`src/rtl/i2c_master_engine.sv`:
```
// Parametrised I2C master engine: timed START/bit/ACK/STOP phases, multi-byte read/write, open-drain drive.
// Optional target clock stretching is enabled by defining I2C_CLK_STRETCH_EN.
module i2c_master_engine #(
    parameter int T_HD      = 225,
    parameter int T_LOW     = 250,
    parameter int T_HIGH    = 225,
    parameter int DRV_PT    = 150,
    parameter int SMP_PT    = 50,
    parameter int CNT_W     = 10,
    parameter int MAX_BYTES = 4,
    parameter int LEN_W     = $clog2(MAX_BYTES + 1)
) (
    input  logic             clk,
    input  logic             rst,
    input  logic             cmd_valid,
    output logic             cmd_ready,
    input  logic [6:0]       cmd_addr,
    input  logic             cmd_rw,
    input  logic [LEN_W-1:0] cmd_len,
    input  logic [7:0]       wr_data,
    output logic             wr_req,
    output logic [7:0]       rd_data,
    output logic             rd_valid,
    output logic             done,
    output logic             nack_err,
    output logic             busy,
    output logic             scl_o,
    output logic             sda_o,
    input  logic             sda_i,
    input  logic             scl_i
);

    typedef enum logic [3:0] {
        IDLE, START, ADDR_LOW, ADDR_HIGH, AACK_LOW, AACK_HIGH,
        DATA_LOW, DATA_HIGH, DACK_LOW, DACK_HIGH, STOP_LOW, STOP_HIGH
    } state_t;

    localparam logic [CNT_W-1:0] C_HD_M1   = CNT_W'(T_HD - 1);
    localparam logic [CNT_W-1:0] C_LOW_M1  = CNT_W'(T_LOW - 1);
    localparam logic [CNT_W-1:0] C_HIGH_M1 = CNT_W'(T_HIGH - 1);
    localparam logic [CNT_W-1:0] C_DRV     = CNT_W'(DRV_PT);
    localparam logic [CNT_W-1:0] C_SMP     = CNT_W'(SMP_PT);
    localparam logic [LEN_W-1:0] C_MAXLEN  = LEN_W'(MAX_BYTES);

    state_t           state_q, state_d;
    logic [CNT_W-1:0] cnt_q, cnt_d;
    logic [3:0]       bit_q, bit_d;
    logic [LEN_W-1:0] byte_q, byte_d;
    logic [LEN_W-1:0] len_q, len_d;
    logic [7:0]       shift_q, shift_d;
    logic [7:0]       rd_data_q, rd_data_d;
    logic             rw_q, rw_d;
    logic             abort_q, abort_d;
    logic             scl_q, scl_d;
    logic             sda_q, sda_d;
    logic             nack_q, nack_d;
    logic             wr_req_q, wr_req_d;
    logic             rd_valid_q, rd_valid_d;
    logic             done_q, done_d;
    logic             ready_q, ready_d;
    logic             busy_q, busy_d;
    logic             hold_s;

`ifndef I2C_CLK_STRETCH_EN
    logic unused_scl_s;
    assign unused_scl_s = scl_i;
`endif

    // Next-state, phase counter and line-drive decisions
    always_comb begin
        state_d    = state_q;
        cnt_d      = cnt_q;
        bit_d      = bit_q;
        byte_d     = byte_q;
        len_d      = len_q;
        rd_data_d  = rd_data_q;
        rw_d       = rw_q;
        abort_d    = abort_q;
        sda_d      = sda_q;
        nack_d     = nack_q;
        wr_req_d   = 1'b0;
        rd_valid_d = 1'b0;
        done_d     = 1'b0;
`ifdef I2C_CLK_STRETCH_EN
        // A target holding SCL low freezes every phase in which we release SCL
        hold_s = !scl_i && (state_q == START || state_q == ADDR_HIGH || state_q == AACK_HIGH ||
                            state_q == DATA_HIGH || state_q == DACK_HIGH || state_q == STOP_HIGH);
`else
        hold_s = 1'b0;
`endif
        if (wr_req_q) begin
            shift_d = wr_data;
        end else begin
            shift_d = shift_q;
        end

        if (hold_s) begin
            cnt_d = cnt_q;
        end else begin
            case (state_q)
                IDLE: begin
                    if (cmd_valid) begin
                        state_d = START;
                        rw_d    = cmd_rw;
                        len_d   = (cmd_len > C_MAXLEN) ? C_MAXLEN : cmd_len;
                        shift_d = {cmd_addr, cmd_rw};
                        nack_d  = 1'b0;
                        abort_d = 1'b0;
                        bit_d   = 4'd0;
                        byte_d  = {LEN_W{1'b0}};
                        sda_d   = 1'b0;
                    end else begin
                        state_d = IDLE;
                    end
                end
                START: begin
                    state_d = (cnt_q >= C_HD_M1) ? ADDR_LOW : START;
                end
                ADDR_LOW, DATA_LOW: begin
                    if (cnt_q == C_DRV) begin
                        sda_d = (state_q == DATA_LOW && rw_q) ? 1'b1 : shift_q[7];
                    end else begin
                        sda_d = sda_q;
                    end
                    if (cnt_q == C_LOW_M1) begin
                        state_d = (state_q == ADDR_LOW) ? ADDR_HIGH : DATA_HIGH;
                    end else begin
                        state_d = state_q;
                    end
                end
                ADDR_HIGH, DATA_HIGH: begin
                    if (cnt_q == C_SMP) begin
                        shift_d = {shift_q[6:0], sda_i};
                        bit_d   = bit_q + 4'd1;
                    end else begin
                        bit_d   = bit_q;
                    end
                    if (cnt_q == C_HIGH_M1) begin
                        if (bit_q < 4'd8) begin
                            state_d = (state_q == ADDR_HIGH) ? ADDR_LOW : DATA_LOW;
                        end else begin
                            state_d = (state_q == ADDR_HIGH) ? AACK_LOW : DACK_LOW;
                            bit_d   = 4'd0;
                            if (state_q == DATA_HIGH) begin
                                byte_d     = byte_q + LEN_W'(1);
                                rd_valid_d = rw_q;
                                rd_data_d  = rw_q ? shift_q : rd_data_q;
                            end else begin
                                byte_d = byte_q;
                            end
                        end
                    end else begin
                        state_d = state_q;
                    end
                end
                AACK_LOW, DACK_LOW: begin
                    // In read data we generate ACK for every byte except the last one
                    if (cnt_q == C_DRV) begin
                        sda_d = (state_q == DACK_LOW && rw_q) ? (byte_q >= len_q) : 1'b1;
                    end else begin
                        sda_d = sda_q;
                    end
                    if (cnt_q == C_LOW_M1) begin
                        state_d = (state_q == AACK_LOW) ? AACK_HIGH : DACK_HIGH;
                    end else begin
                        state_d = state_q;
                    end
                end
                AACK_HIGH, DACK_HIGH: begin
                    if (cnt_q == C_SMP && (state_q == AACK_HIGH || !rw_q) && sda_i) begin
                        nack_d  = 1'b1;
                        abort_d = 1'b1;
                    end else begin
                        nack_d  = nack_q;
                    end
                    if (cnt_q == C_HIGH_M1) begin
                        if (abort_q || byte_q == len_q) begin
                            state_d = STOP_LOW;
                        end else begin
                            state_d  = DATA_LOW;
                            wr_req_d = !rw_q;
                        end
                    end else begin
                        state_d = state_q;
                    end
                end
                STOP_LOW: begin
                    sda_d   = (cnt_q == C_DRV) ? 1'b0 : sda_q;
                    state_d = (cnt_q == C_LOW_M1) ? STOP_HIGH : STOP_LOW;
                end
                STOP_HIGH: begin
                    sda_d = (cnt_q == C_SMP) ? 1'b1 : sda_q;
                    if (cnt_q == C_HIGH_M1) begin
                        state_d = IDLE;
                        done_d  = 1'b1;
                    end else begin
                        state_d = STOP_HIGH;
                    end
                end
                default: begin
                    state_d = IDLE;
                    sda_d   = 1'b1;
                end
            endcase

            if (state_d != state_q || state_q == IDLE) begin
                cnt_d = {CNT_W{1'b0}};
            end else begin
                cnt_d = cnt_q + CNT_W'(1);
            end
        end

        case (state_d)
            ADDR_LOW, AACK_LOW, DATA_LOW, DACK_LOW, STOP_LOW: scl_d = 1'b0;
            default:                                          scl_d = 1'b1;
        endcase
        ready_d = (state_d == IDLE);
        busy_d  = (state_d != IDLE);
    end

    // State and output registers; reset releases both lines without a STOP
    always_ff @(posedge clk) begin
        if (rst) begin
            state_q    <= IDLE;
            cnt_q      <= {CNT_W{1'b0}};
            bit_q      <= 4'd0;
            byte_q     <= {LEN_W{1'b0}};
            len_q      <= {LEN_W{1'b0}};
            shift_q    <= 8'h00;
            rd_data_q  <= 8'h00;
            rw_q       <= 1'b0;
            abort_q    <= 1'b0;
            scl_q      <= 1'b1;
            sda_q      <= 1'b1;
            nack_q     <= 1'b0;
            wr_req_q   <= 1'b0;
            rd_valid_q <= 1'b0;
            done_q     <= 1'b0;
            ready_q    <= 1'b1;
            busy_q     <= 1'b0;
        end else begin
            state_q    <= state_d;
            cnt_q      <= cnt_d;
            bit_q      <= bit_d;
            byte_q     <= byte_d;
            len_q      <= len_d;
            shift_q    <= shift_d;
            rd_data_q  <= rd_data_d;
            rw_q       <= rw_d;
            abort_q    <= abort_d;
            scl_q      <= scl_d;
            sda_q      <= sda_d;
            nack_q     <= nack_d;
            wr_req_q   <= wr_req_d;
            rd_valid_q <= rd_valid_d;
            done_q     <= done_d;
            ready_q    <= ready_d;
            busy_q     <= busy_d;
        end
    end

    assign cmd_ready = ready_q;
    assign busy      = busy_q;
    assign scl_o     = scl_q;
    assign sda_o     = sda_q;
    assign wr_req    = wr_req_q;
    assign rd_valid  = rd_valid_q;
    assign rd_data   = rd_data_q;
    assign done      = done_q;
    assign nack_err  = nack_q;

endmodule

```
`config.mk`:
```
export PLATFORM = sky130hd
export DESIGN_NAME = i2c_master_engine
export DESIGN_NICKNAME = d
export VERILOG_FILES = /design/src/rtl/i2c_master_engine.sv
export SDC_FILE = /design/constraint.sdc
export NUM_CORES = 1
export LEC_CHECK = 0
export CAP_MARGIN = 15
export CORE_UTILIZATION = 45
export DETAILED_ROUTE_END_ITERATION = 12
export GPL_TIMING_DRIVEN = 0
export PLACE_DENSITY_LB_ADDON = 0.2
export SETUP_SLACK_MARGIN = 0.1
export SLEW_MARGIN = 20
export SYNTH_ARGS = -nofsm -noshare
export SYNTH_HDL_FRONTEND = slang
export SYNTH_SLANG_ARGS = --single-unit
export TNS_END_PERCENT = 50
```
`constraint.sdc`:
```
create_clock -name clk -period 2.22 [get_ports clk]
set_clock_uncertainty 0.15 [all_clocks]
set_input_delay 0.666 -clock clk [delete_from_list [all_inputs] [get_ports clk]]
set_output_delay 0.666 -clock clk [all_outputs]
set_load 0.03 [all_outputs]
```
==> impl_metrics.ini <==
[run_status]
outcome = completed

[worst_setup_path]
cp-start-kind = flop
crit_end = cnt_q[1]
r2r_end = cnt_q[1]
critical_path_required_ns = 2.31
crit_type = reg -> reg
slowest_stage = o32ai_4
cp_top_family = compound AO/OA/AOI/OAI gates
endpoint_kind = flop
r2r-start = len_q[1]
reg2regPathDepth = 8
crit_arrival_ns = 2.28
crit_chain = inv_1 -> ha_4 -> a31oi_4 -> a32oi_2 -> nor2_2 -> o32ai_4 -> o2111ai_4 -> nor2_1
cpPeakStageDelay_ns = 0.39
crit_buf_inv = 1
cp-startpoint = len_q[1]
cp_max_fo = 5
crit_cells = 8
r2r_setup_slack_ns = 0.02

[die]
pin_count = 40
coreArea_um2 = 5610
fp.dieArea_um2 = 6230
initial_utilization_pct = 47.5
rows = 27
fp.dieW_um = 78.9
die_y_um = 78.9

[logic_synthesis]
ys_seq_area_share_pct = 36.8
syn_nets = 332
syn_avg_cell_area_um2 = 8.94
netlist.area_leader.share_pct = 36.8
ys_ff_latch = 49
synth_flop_cell = dfxtp_1
syn_area_um2 = 2660
synthCells = 298
yosys_warnings = 0
synth_area_leader_cell = dfxtp_1
yosys.cell_count.top_type = dfxtp_1
async_flop_share_pct = 0
synth_edf_count = 0
ys_types = 64
synth_area_leaders = dfxtp_1, nor2_1, ha_1, nand2_1, a222oi_1
synth_common_cells = dfxtp_1, nor2_1, nand2_1

[global_routing]
grt_pass1_vias = 2502
grt_pass1_wl_um = 11800
antenna_found_initial = 0
grt_max_degree = 16
overflow = 0
grt_use_total_pct = 24.3

[flow_run]
drv_cap = 0

[clock_tree]
cts_buffer_depth = 2
root_buffer = clkbuf_8
cts.sinks = 49
clock_latency_ns = 0.31
cts_buffers = 5
clkSlewWorstSetupHoldPaths_ns = 0.09
hold_buffers = 0
htreeDepth = 2
cts_tree = done

[placed_design]
place_worst_setup_slack_ns = -0.772
hpwlAfterDp_um = 4570
port_buffers = 37
gp_congestion = 0.921

[timing]
timing.final.ws_setup_ns = 0.0248
worst_slew_pin_slew_ns = 0.518
period_minus_slack_ns = 2.20
max_clock_freq_mhz = 456
period_share_pct = 98.9
hold_viol_final = 0
setup_viol = 0
setup-tns-final_ns = 0
maxSlewHeadroom_pct = 65.5
rsz0062_at_grt = true
drv_slew = 0

[routing]
wl_per_cell_um = 16.7
ant_nets = 0
first_pass_iters = 6
drt-initial-drc-count = 162
drc = 0
vias_per_cell = 5.79
routed-via-count = 2549
wl_um = 7340

[finish]
drive_gt1_share_pct = 29.1
final_util_pct = 66.6
nets = 401
area_delta_synth_final_pct = 40.3
antenna-diode-count = 0

[power]
finalPower_uw = 1710
seqPwrFrac_pct = 53.7
power.share.switching_pct = 26.8
power_density_nw_per_um2 = 458
p_clk_share_pct = 31.2
leakage_uw = 0.00157
ir_drop_mv = 0.320
switchingPower_uw = 459
power_frac_comb_pct = 15.1
p_int_uw = 1250

[worst_hold_path]
min_path_type = reg -> reg
==> through the flow <==
stage,cell area (um2),hold WS (ns),cells
floorplan,2660,0.282,298
global placement,3120,0.292,407
detailed placement,3120,0.308,407
CTS,3540,0.321,435
global route,3740,0.357,440
finish,3740,0.333,440
==> layout by cell type (no fill, tap or decap), types with 3 or more instances in the layout <==
| master | Yosys | routed |
|---|---|---|
| inv_1 | 13 | 10 |
| ha_1 | 10 | 5 |
| and2_2 | 2 | 3 |
| xor2_1 | 7 | 7 |
| nand2b_1 | 6 | 6 |
| buf_2 | 2 | 3 |
| inv_2 | 0 | 3 |
| nand3b_1 | 3 | 3 |
| nor2_1 | 40 | 38 |
| mux2i_1 | 9 | 9 |
| nand3_1 | 6 | 5 |
| xnor2_1 | 4 | 4 |
| dlymetal6s2s_1 | 0 | 16 |
| buf_4 | 1 | 22 |
| dfxtp_1 | 49 | 40 |
| nor3_1 | 9 | 8 |
| nor4_4 | 2 | 3 |
| nand2_1 | 26 | 24 |
| dfxtp_2 | 0 | 8 |
| nand4_1 | 7 | 7 |
| o21ai_0 | 11 | 6 |
| clkbuf_8 | 3 | 8 |
| mux2_2 | 8 | 8 |
| a21oi_1 | 13 | 11 |
| buf_6 | 2 | 7 |
| a222oi_1 | 9 | 9 |
| ha_4 | 0 | 4 |
| clkdlybuf4s50_1 | 0 | 20 |
| clkbuf_1 | 5 | 3 |
| o21ai_1 | 0 | 3 |
==> sequential cells by signal, summed over array words and instances, names as in the netlist, 3 cells and up <==
name / cells
cnt_q: 10
byte_q: 3
shift_q: 8
state_q: 4
rd_data: 8
bit_q: 4
len_q: 3
==> per-layer routing <==
metal / share of wire [%] / vias up / GRT usage, % / wire length (um)
li1: - / 1213 / - / -
met4: 2.5 / 0 / 9.64 / 182
met2: 49 / 99 / 42.5 / 3590
met1: 43 / 1218 / 30.0 / 3190
met5: 0 / - / 0 / 0
met3: 5.2 / 19 / 3.22 / 379
==> worst min-delay path by stage <==
stage / to / startpoint / cells past startpoint
finish: len_q[1] / len_q[1] / 2
global route: len_q[1] / len_q[1] / 2
CTS: len_q[1] / len_q[1] / 2
detailed placement: len_q[1] / len_q[1] / 2
global placement: len_q[1] / len_q[1] / 2
floorplan: len_q[1] / len_q[1] / 2
==> power groups by stage <==
stage / logic (uW) / clock network (uW) / registers, uW
after global routing: 280 / 584 / 922
final: 258 / 534 / 919
after global placement: 190 / 0 / 938
after detailed placement: 193 / 0 / 939
after CTS: 235 / 545 / 919
after floorplan: 106 / 0 / 943
==> what timing repair did <==
item,in CTS,in global routing
pin swaps,18,22
endpoints found under the setup margin,54,54
gates cloned,1,0
resized for setup,36,56
setup buffers,19,6
==> worst reg2reg max path, stage by stage, from the launching register on <==
cell,delay [ns]
dfxtp_1,0.36
inv_1,0.08
ha_4,0.29
a31oi_4,0.11
a32oi_2,0.26
nor2_2,0.10
o32ai_4,0.39
o2111ai_4,0.24
nor2_1,0.15
==> final cells by class <==
class	instances	area, um2
inverters	13	48.8
clock inverters	2	15.0
fillers	447	1870
plain buffers	17	138
clock buffers	6	72.6
well taps	72	90.1
multi-input cells	219	1770
flip-flops and latches	49	995
repair buffers	62	612
==> logic make-up after synthesis <==
kind of cell             share of synthesized area [%]
AND/OR/NAND/NOR                                   25.6
flip-flops                                        36.8
multiplexers                                      6.76
buffers and inverters                             6.86
AO/OA/AOI/OAI                                     15.7
XOR/XNOR                                          3.62
adder cells (fa/ha/maj)                           4.70
Note: power is estimated with default switching activity, not from simulation.
